<file path="config.mk">
export PLATFORM = sky130hd
export DESIGN_NAME = wb_slave_mux_n_flat
export DESIGN_NICKNAME = d
export VERILOG_FILES = /design/src/rtl/wb_slave_mux_n_pkg.sv /design/src/rtl/wb_slave_mux_n_if.sv /design/src/rtl/wb_slave_mux_n_slot_decode.sv /design/src/rtl/wb_slave_mux_n.sv /design/src/flat_wrapper.sv
export SDC_FILE = /design/constraint.sdc
export NUM_CORES = 1
export LEC_CHECK = 0
export ABC_AREA = 1
export BUFFER_PORTS_ARGS = -buffer_cell sky130_fd_sc_hd__buf_2
export CAP_MARGIN = 20
export CELL_PAD_IN_SITES_DETAIL_PLACEMENT = 1
export CELL_PAD_IN_SITES_GLOBAL_PLACEMENT = 1
export CORE_AREA = 4 4 201 203
export CTS_CLUSTER_DIAMETER = 120
export CTS_CLUSTER_SIZE = 8
export DETAILED_ROUTE_END_ITERATION = 10
export DIE_AREA = 0 0 205 207
export GPL_TIMING_DRIVEN = 0
export PLACE_DENSITY_LB_ADDON = 0.25
export SYNTH_ARGS = -nofsm -noshare
export SYNTH_HDL_FRONTEND = slang
export SYNTH_SLANG_ARGS = --single-unit
export TNS_END_PERCENT = 30
</file>
<file path="constraint.sdc">
create_clock -name wb_clk_i -period 4 [get_ports wb_clk_i]
set_clock_uncertainty 0.2 [all_clocks]
set_input_delay 0.4 -clock wb_clk_i [delete_from_list [all_inputs] [get_ports wb_clk_i]]
set_output_delay 0.4 -clock wb_clk_i [all_outputs]
set_load 0.1 [all_outputs]
</file>
<file path="src/rtl/wb_slave_mux_n_pkg.sv">
// Shared types and sizing helpers for the Wishbone 1-to-N slave interconnect.
//   mux_state_e : request FSM states
//   idx_width   : width of a slave index for n slaves (at least 1 bit)
//   tmr_width   : width of a watchdog counter that must reach timeout-1
package wb_mux_pkg;

    typedef enum logic [1:0] {
        IDLE   = 2'd0,
        ACCESS = 2'd1,
        RESP   = 2'd2,
        ERR    = 2'd3
    } mux_state_e;

    function automatic int idx_width(input int n);
        return (n < 2) ? 1 : $clog2(n);
    endfunction

    function automatic int tmr_width(input int timeout);
        return (timeout < 2) ? 1 : $clog2(timeout);
    endfunction

endpackage

</file>
<file path="src/rtl/wb_slave_mux_n_if.sv">
// Bus bundle between one Wishbone classic master, the interconnect and N slaves.
// Signal names are written from the interconnect's point of view
// (_i = into the interconnect, _o = out of it).
//   mux    : the interconnect itself
//   master : the master driving the request side
//   slave  : the bank of N slaves on the routed side
interface wb_slave_mux_n_if #(
    parameter int N_SLV = 4,
    parameter int AW    = 32,
    parameter int DW    = 32
);
    logic [AW-1:0]          m_adr_i;
    logic [DW-1:0]          m_dat_i;
    logic [DW/8-1:0]        m_sel_i;
    logic                   m_we_i;
    logic                   m_cyc_i;
    logic                   m_stb_i;
    logic [DW-1:0]          m_dat_o;
    logic                   m_ack_o;
    logic                   m_err_o;

    logic [N_SLV*AW-1:0]    s_adr_o;
    logic [N_SLV*DW-1:0]    s_dat_o;
    logic [N_SLV*DW/8-1:0]  s_sel_o;
    logic [N_SLV-1:0]       s_we_o;
    logic [N_SLV-1:0]       s_cyc_o;
    logic [N_SLV-1:0]       s_stb_o;
    logic [N_SLV*DW-1:0]    s_dat_i;
    logic [N_SLV-1:0]       s_ack_i;
    logic [N_SLV-1:0]       s_err_i;

    modport mux (
        input  m_adr_i, m_dat_i, m_sel_i, m_we_i, m_cyc_i, m_stb_i,
        output m_dat_o, m_ack_o, m_err_o,
        output s_adr_o, s_dat_o, s_sel_o, s_we_o, s_cyc_o, s_stb_o,
        input  s_dat_i, s_ack_i, s_err_i
    );

    modport master (
        output m_adr_i, m_dat_i, m_sel_i, m_we_i, m_cyc_i, m_stb_i,
        input  m_dat_o, m_ack_o, m_err_o
    );

    modport slave (
        input  s_adr_o, s_dat_o, s_sel_o, s_we_o, s_cyc_o, s_stb_o,
        output s_dat_i, s_ack_i, s_err_i
    );

endinterface

</file>
<file path="src/rtl/wb_slave_mux_n_slot_decode.sv">
// Combinational slot decoder: maps the page part of an address (address
// bits above SLOT_BITS) to a slave index.
//   page_i : adr[AW-1:SLOT_BITS]
//   hit_o  : page lies in one of the N_SLV slots starting at BASE_ADDR
//   idx_o  : slot number (meaningful only when hit_o)
module wb_slot_decode
    import wb_mux_pkg::*;
#(
    parameter int              N_SLV     = 4,
    parameter int              AW        = 32,
    parameter logic [AW-1:0]   BASE_ADDR = 32'h3000_0000,
    parameter int              SLOT_BITS = 12,
    parameter int              IDX_W     = idx_width(N_SLV)
) (
    input  logic [AW-SLOT_BITS-1:0] page_i,
    output logic                    hit_o,
    output logic [IDX_W-1:0]        idx_o
);
    localparam int              PW      = AW - SLOT_BITS;
    localparam logic [PW-1:0]   BASE_PG = BASE_ADDR[AW-1:SLOT_BITS];
    localparam logic [PW-1:0]   N_PG    = PW'(N_SLV);

    logic [PW-1:0] diff;

    // Unsigned subtraction: pages below the base wrap to huge values and miss.
    always_comb begin
        diff  = page_i - BASE_PG;
        hit_o = (diff < N_PG);
        idx_o = diff[IDX_W-1:0];
    end

endmodule

</file>
<file path="src/rtl/wb_slave_mux_n.sv">
// Wishbone classic 1-master -> N-slave interconnect.
// Registers each request, routes it to one slave by address slot, and
// answers with a single-cycle ack or err. Unmapped addresses, slave errors
// and watchdog expiry all produce err; a master dropping cyc abandons the
// access silently.
//   wb_clk_i / wb_rst_i : clock, synchronous active-high reset
//   bus                 : master request/response and per-slave buses
//   to_evt_o            : one-cycle pulse, coincident with m_err_o, when
//                         the watchdog ends an access
//
// state  | meaning
// IDLE   | waiting for cyc&stb; latches the request
// ACCESS | selected slave strobed; waiting for ack/err/timeout/abort
// RESP   | m_ack_o with captured read data for one cycle
// ERR    | m_err_o for one cycle
module wb_slave_mux_n
    import wb_mux_pkg::*;
#(
    parameter int              N_SLV     = 4,
    parameter int              AW        = 32,
    parameter int              DW        = 32,
    parameter logic [AW-1:0]   BASE_ADDR = 32'h3000_0000,
    parameter int              SLOT_BITS = 12,
    parameter int              TIMEOUT   = 255
) (
    input  logic          wb_clk_i,
    input  logic          wb_rst_i,
    wb_slave_mux_n_if.mux bus,
    output logic          to_evt_o
);
    localparam int             SW       = DW / 8;
    localparam int             IDX_W    = idx_width(N_SLV);
    localparam int             TMR_W    = tmr_width(TIMEOUT);
    localparam logic [TMR_W-1:0] TMR_LAST = TMR_W'((TIMEOUT > 0) ? TIMEOUT - 1 : 0);

    mux_state_e        state_q, state_d;
    logic [AW-1:0]     adr_q, adr_d;
    logic [DW-1:0]     wdat_q, wdat_d;
    logic [SW-1:0]     sel_q, sel_d;
    logic              we_q, we_d;
    logic [IDX_W-1:0]  idx_q, idx_d;
    logic [TMR_W-1:0]  tmr_q, tmr_d;
    logic [DW-1:0]     rdat_q, rdat_d;
    logic              to_evt_q, to_evt_d;

    logic              dec_hit;
    logic [IDX_W-1:0]  dec_idx;
    logic              slv_ack;
    logic              slv_err;
    logic [DW-1:0]     slv_dat;
    logic [N_SLV-1:0]  strobe;

    wb_slot_decode #(
        .N_SLV     (N_SLV),
        .AW        (AW),
        .BASE_ADDR (BASE_ADDR),
        .SLOT_BITS (SLOT_BITS),
        .IDX_W     (IDX_W)
    ) u_dec (
        .page_i (bus.m_adr_i[AW-1:SLOT_BITS]),
        .hit_o  (dec_hit),
        .idx_o  (dec_idx)
    );

    // Only the selected slave's response lines are ever looked at.
    always_comb begin
        slv_ack = bus.s_ack_i[idx_q];
        slv_err = bus.s_err_i[idx_q];
        slv_dat = bus.s_dat_i[int'(idx_q)*DW +: DW];
    end

    always_comb begin
        state_d  = state_q;
        adr_d    = adr_q;
        wdat_d   = wdat_q;
        sel_d    = sel_q;
        we_d     = we_q;
        idx_d    = idx_q;
        tmr_d    = tmr_q;
        rdat_d   = rdat_q;
        to_evt_d = 1'b0;

        case (state_q)
            IDLE: begin
                tmr_d = '0;
                if (bus.m_cyc_i && bus.m_stb_i) begin
                    adr_d   = bus.m_adr_i;
                    wdat_d  = bus.m_dat_i;
                    sel_d   = bus.m_sel_i;
                    we_d    = bus.m_we_i;
                    idx_d   = dec_idx;
                    state_d = dec_hit ? ACCESS : ERR;
                end
            end
            ACCESS: begin
                tmr_d = tmr_q + TMR_W'(1);
                // Abort first: the master is no longer listening for a reply.
                if (!bus.m_cyc_i) begin
                    state_d = IDLE;
                end else if (slv_err) begin
                    state_d = ERR;
                end else if (slv_ack) begin
                    rdat_d  = we_q ? '0 : slv_dat;
                    state_d = RESP;
                end else if ((TIMEOUT != 0) && (tmr_q == TMR_LAST)) begin
                    to_evt_d = 1'b1;
                    state_d  = ERR;
                end
            end
            RESP:    state_d = IDLE;
            ERR:     state_d = IDLE;
            default: state_d = IDLE;
        endcase
    end

    always_ff @(posedge wb_clk_i) begin
        if (wb_rst_i) begin
            state_q  <= IDLE;
            adr_q    <= '0;
            wdat_q   <= '0;
            sel_q    <= '0;
            we_q     <= 1'b0;
            idx_q    <= '0;
            tmr_q    <= '0;
            rdat_q   <= '0;
            to_evt_q <= 1'b0;
        end else begin
            state_q  <= state_d;
            adr_q    <= adr_d;
            wdat_q   <= wdat_d;
            sel_q    <= sel_d;
            we_q     <= we_d;
            idx_q    <= idx_d;
            tmr_q    <= tmr_d;
            rdat_q   <= rdat_d;
            to_evt_q <= to_evt_d;
        end
    end

    always_comb begin
        strobe = '0;
        if (state_q == ACCESS) begin
            strobe[idx_q] = 1'b1;
        end
    end

    assign bus.m_ack_o = (state_q == RESP);
    assign bus.m_err_o = (state_q == ERR);
    assign bus.m_dat_o = (state_q == RESP) ? rdat_q : '0;

    assign bus.s_adr_o = {N_SLV{adr_q}};
    assign bus.s_dat_o = {N_SLV{wdat_q}};
    assign bus.s_sel_o = {N_SLV{sel_q}};
    assign bus.s_we_o  = {N_SLV{we_q}};
    assign bus.s_cyc_o = strobe;
    assign bus.s_stb_o = strobe;

    assign to_evt_o = to_evt_q;

endmodule

</file>
<file path="src/flat_wrapper.sv">
// flat-port wrapper written by rule: the top's interface ports become plain ports
module wb_slave_mux_n_flat import wb_mux_pkg::*;
#(
    parameter int              N_SLV     = 4,
    parameter int              AW        = 32,
    parameter int              DW        = 32,
    parameter logic [AW-1:0]   BASE_ADDR = 32'h3000_0000,
    parameter int              SLOT_BITS = 12,
    parameter int              TIMEOUT   = 255
)
  (wb_clk_i, wb_rst_i, to_evt_o, bus_m_adr_i, bus_m_dat_i, bus_m_sel_i, bus_m_we_i, bus_m_cyc_i, bus_m_stb_i, bus_m_dat_o, bus_m_ack_o, bus_m_err_o, bus_s_adr_o, bus_s_dat_o, bus_s_sel_o, bus_s_we_o, bus_s_cyc_o, bus_s_stb_o, bus_s_dat_i, bus_s_ack_i, bus_s_err_i);
  wb_slave_mux_n_if #(.N_SLV(N_SLV), .AW(AW), .DW(DW)) bus_i ();
  input  logic wb_clk_i;
  input  logic wb_rst_i;
  output logic to_evt_o;
  input wire logic [$bits(bus_i.m_adr_i)-1:0] bus_m_adr_i;
  input wire logic [$bits(bus_i.m_dat_i)-1:0] bus_m_dat_i;
  input wire logic [$bits(bus_i.m_sel_i)-1:0] bus_m_sel_i;
  input wire logic [$bits(bus_i.m_we_i)-1:0] bus_m_we_i;
  input wire logic [$bits(bus_i.m_cyc_i)-1:0] bus_m_cyc_i;
  input wire logic [$bits(bus_i.m_stb_i)-1:0] bus_m_stb_i;
  output wire logic [$bits(bus_i.m_dat_o)-1:0] bus_m_dat_o;
  output wire logic [$bits(bus_i.m_ack_o)-1:0] bus_m_ack_o;
  output wire logic [$bits(bus_i.m_err_o)-1:0] bus_m_err_o;
  output wire logic [$bits(bus_i.s_adr_o)-1:0] bus_s_adr_o;
  output wire logic [$bits(bus_i.s_dat_o)-1:0] bus_s_dat_o;
  output wire logic [$bits(bus_i.s_sel_o)-1:0] bus_s_sel_o;
  output wire logic [$bits(bus_i.s_we_o)-1:0] bus_s_we_o;
  output wire logic [$bits(bus_i.s_cyc_o)-1:0] bus_s_cyc_o;
  output wire logic [$bits(bus_i.s_stb_o)-1:0] bus_s_stb_o;
  input wire logic [$bits(bus_i.s_dat_i)-1:0] bus_s_dat_i;
  input wire logic [$bits(bus_i.s_ack_i)-1:0] bus_s_ack_i;
  input wire logic [$bits(bus_i.s_err_i)-1:0] bus_s_err_i;
  assign bus_i.m_adr_i = bus_m_adr_i;
  assign bus_i.m_dat_i = bus_m_dat_i;
  assign bus_i.m_sel_i = bus_m_sel_i;
  assign bus_i.m_we_i = bus_m_we_i;
  assign bus_i.m_cyc_i = bus_m_cyc_i;
  assign bus_i.m_stb_i = bus_m_stb_i;
  assign bus_m_dat_o = bus_i.m_dat_o;
  assign bus_m_ack_o = bus_i.m_ack_o;
  assign bus_m_err_o = bus_i.m_err_o;
  assign bus_s_adr_o = bus_i.s_adr_o;
  assign bus_s_dat_o = bus_i.s_dat_o;
  assign bus_s_sel_o = bus_i.s_sel_o;
  assign bus_s_we_o = bus_i.s_we_o;
  assign bus_s_cyc_o = bus_i.s_cyc_o;
  assign bus_s_stb_o = bus_i.s_stb_o;
  assign bus_i.s_dat_i = bus_s_dat_i;
  assign bus_i.s_ack_i = bus_s_ack_i;
  assign bus_i.s_err_i = bus_s_err_i;
  wb_slave_mux_n #(.N_SLV(N_SLV), .AW(AW), .DW(DW), .BASE_ADDR(BASE_ADDR), .SLOT_BITS(SLOT_BITS), .TIMEOUT(TIMEOUT)) u_core (.wb_clk_i(wb_clk_i), .wb_rst_i(wb_rst_i), .bus(bus_i), .to_evt_o(to_evt_o));
endmodule
</file>
==> impl_metrics.ini <==
[run_status]
status = complete, no violations

[clocking]
cts_resized = 0
cts_tree = yes
htreeDepth = 3
cts_buffer_depth = 2
cts_sinks = 112
cts_setup_buffers = 0
clk_transition_reported_paths_ns = 0.09
cts_made_buffers = 9
clk_latency_ns = 0.36
holdBufCountCts = 0
root_buffer = clkbuf_16

[yosys]
synth_edf_count = 0
synth_nets = 1303
ys_seq_area_share_pct = 31.08
synth_top_area_cell = dfxtp_1
synth_top_flop_cell = dfxtp_1
synth_most_common_cell = buf_4
async_reset_ff_share_pct = 0
synthTopCellsByArea = dfxtp_1, buf_4, nor2_1
synth_area_um2 = 7213
netlist_instances = 1092
synth.distinct_cells = 26
yosysTopAreaCellShare_pct = 31.08
ys_top_cells_by_count = buf_4, nor2_1, nand2_1
synth-seq-cells = 112
ys_warn_count = 0
postSynthAreaPerCell_um2 = 6.605

[setup_path]
setup.worst_path.class = register to output port
reg2reg_from = u_core.adr_q[13]$_SDFFE_PP0P_
r2r_slack_ns = 1.49
cp.required_ns = 3.40
crit_arrival_ns = 2.68
crit_start = u_core.adr_q[13]$_SDFFE_PP0P_
reg2reg_to = u_core.rdat_q[26]$_SDFFE_PP0P_
cp-end-kind = output port
crit_path_start_kind = register
timing.critical_path.to = bus_s_stb_o[2]
critPathMaxFanout = 10
rr_worst_depth = 10

[routing]
drt-wirelength-per-cell_um = 18.15
dr.pass1.iters = 4
routed_via_density = 4.126
drtIter0Drc = 339
via_count = 8891
drc = 0
postRouteAntennaNets = 0
wirelength_um = 39120

[global_routing]
grt_use_total_pct = 17.52
grt_pass1_wl_um = 57640
overflow = 0
grt_max_degree = 21
antenna_found_initial = 11
grt_pass1_vias = 9381

[pwr]
p_leak_uw = 0.006234
p_total_uw = 6185
ir_drop_mv = 0.4258
p_per_area_nw_per_um2 = 571.6

[floorplanning]
start_util_pct = 18.75
dieWidth_um = 205
die_h_um = 207
ios = 528
num_rows = 72
core_area_um2 = 38470
die_area_um2 = 42440

[timing]
period_share_pct = 81.94
setup-violations-final = 0
max_freq_mhz = 305.1
maxSlewViolCount = 0
worst_pin_slew_ns = 0.7891
rsz0062_at_grt = false
hold_viol_final = 0
slew_headroom_pct = 47.39
finalCriticalPeriod_ns = 3.278

[cells_and_area]
fill_cells = 5028
multiInputGateArea_um2 = 2902
syn_to_final_growth_pct = 50.03
layout-drive-gt1-share_pct = 48.29
stdcell_count = 2155
nets = 1840
register_area_um2 = 2242

[placement]
port-buffer-count = 526
place_congestion = 0.8023
dp_cells = 2136
hpwl_um = 32520

[job]
drv_cap = 0

[hold_path]
hp-class = input pin to register
[metal layers]
layer | global-route usage (%) | part of all wire [%] | vias to the layer above
li1 | - | - | 4356
met1 | 18.67 | 38 | 4135
met2 | 33.53 | 52 | 337
met3 | 5.521 | 8.5 | 47
met4 | 3.604 | 1.6 | 16
met5 | 0 | 0.26 | -
[where the power goes]
group / switching (uW) / internal [uW] / leakage (uW)
Sequential: 153 / 1220 / 0.000914
Combinational: 3160 / 728 / 0.00518
Clock: 491 / 438 / 0.000136
Total: 3800 / 2380 / 0.00623
[stage by stage]
step	setup TNS (ns)	utilization (%)	hold WS [ns]	instance area, um^2	setup slack (ns)
floorplan	-0.06108	-	0.2387	7248	-0.06108
global placement	0	27.37	0.2534	10530	1.104
detailed placement	0	27.37	0.2637	10530	1.051
CTS	0	28.11	0.03654	10810	0.6382
global route	0	28.12	0.04510	10820	0.5439
finish	0	28.13	0.05732	10820	0.7223
[area by class of cell]
| class | count | area share [%] |
|---|---|---|
| multi-input cells | 646 | 26.81 |
| repair buffers | 526 | 24.33 |
| flip-flops and latches | 112 | 20.72 |
| plain buffers | 279 | 17.54 |
| well taps | 518 | 5.989 |
| clock buffers | 9 | 2.081 |
| inverters | 55 | 1.908 |
| clock inverters | 7 | 0.5550 |
| diodes | 3 | 0.06937 |
[how the worst min path moves through the flow]
stage | startpoint | end | slack [ns] | cells after the start
floorplan | u_core.tmr_q[4]$_SDFFE_PP0P_ | u_core.tmr_q[4]$_SDFFE_PP0P_ | 0.24 | 2
global placement | u_core.tmr_q[4]$_SDFFE_PP0P_ | u_core.tmr_q[4]$_SDFFE_PP0P_ | 0.25 | 2
detailed placement | u_core.tmr_q[4]$_SDFFE_PP0P_ | u_core.tmr_q[4]$_SDFFE_PP0P_ | 0.26 | 2
CTS | bus_m_adr_i[7] | u_core.adr_q[7]$_SDFFE_PP0P_ | 0.04 | 3
global route | bus_m_sel_i[3] | u_core.sel_q[3]$_SDFFE_PP0P_ | 0.05 | 3
finish | bus_m_adr_i[0] | u_core.adr_q[0]$_SDFFE_PP0P_ | 0.06 | 3
[registers in the layout (all words and copies together), names as in the netlist]
name / cells
u_core.we_q: 1
u_core.to_evt_o: 1
u_core.idx_q: 1
u_core.tmr_q: 8
u_core.rdat_q: 32
u_core.sel_q: 4
u_core.state_q: 2
u_core.adr_q: 31
u_core.wdat_q: 32
[worst max-delay path: stages (launching register included)]
cell and delay, ns:
dfxtp_1 0.53, buf_4 0.26, inv_1 0.07, buf_2 0.21, buf_1 0.38, nor3_2 0.30
buf_4 0.14, buf_2 0.41
[layout by cell type, fill, tap and decap left out, drive strengths merged]
master,count
a21oi,15
a31oi,1
and2,1
and3,1
buf,768
clkbuf,46
clkinv,2
clkinvlp,2
dfxtp,112
diode,3
ha,2
inv,58
nand2,162
nand3,140
nand4,33
nor2,208
nor3,6
nor4,2
o21ai,74
o22ai,1
[kinds of logic (layout without fill, tap and decap cells)]
group | count (synthesis) | in the layout | share of synthesized area, %
compound gates | 91 | 91 | 6.349
fa+ha+maj | 2 | 2 | 0.3469
buf+inv | 334 | 876 | 29.18
flops | 112 | 112 | 31.08
other cells | 0 | 3 | 0
simple gates | 553 | 553 | 33.04
Power figures use the tool's default switching activity.
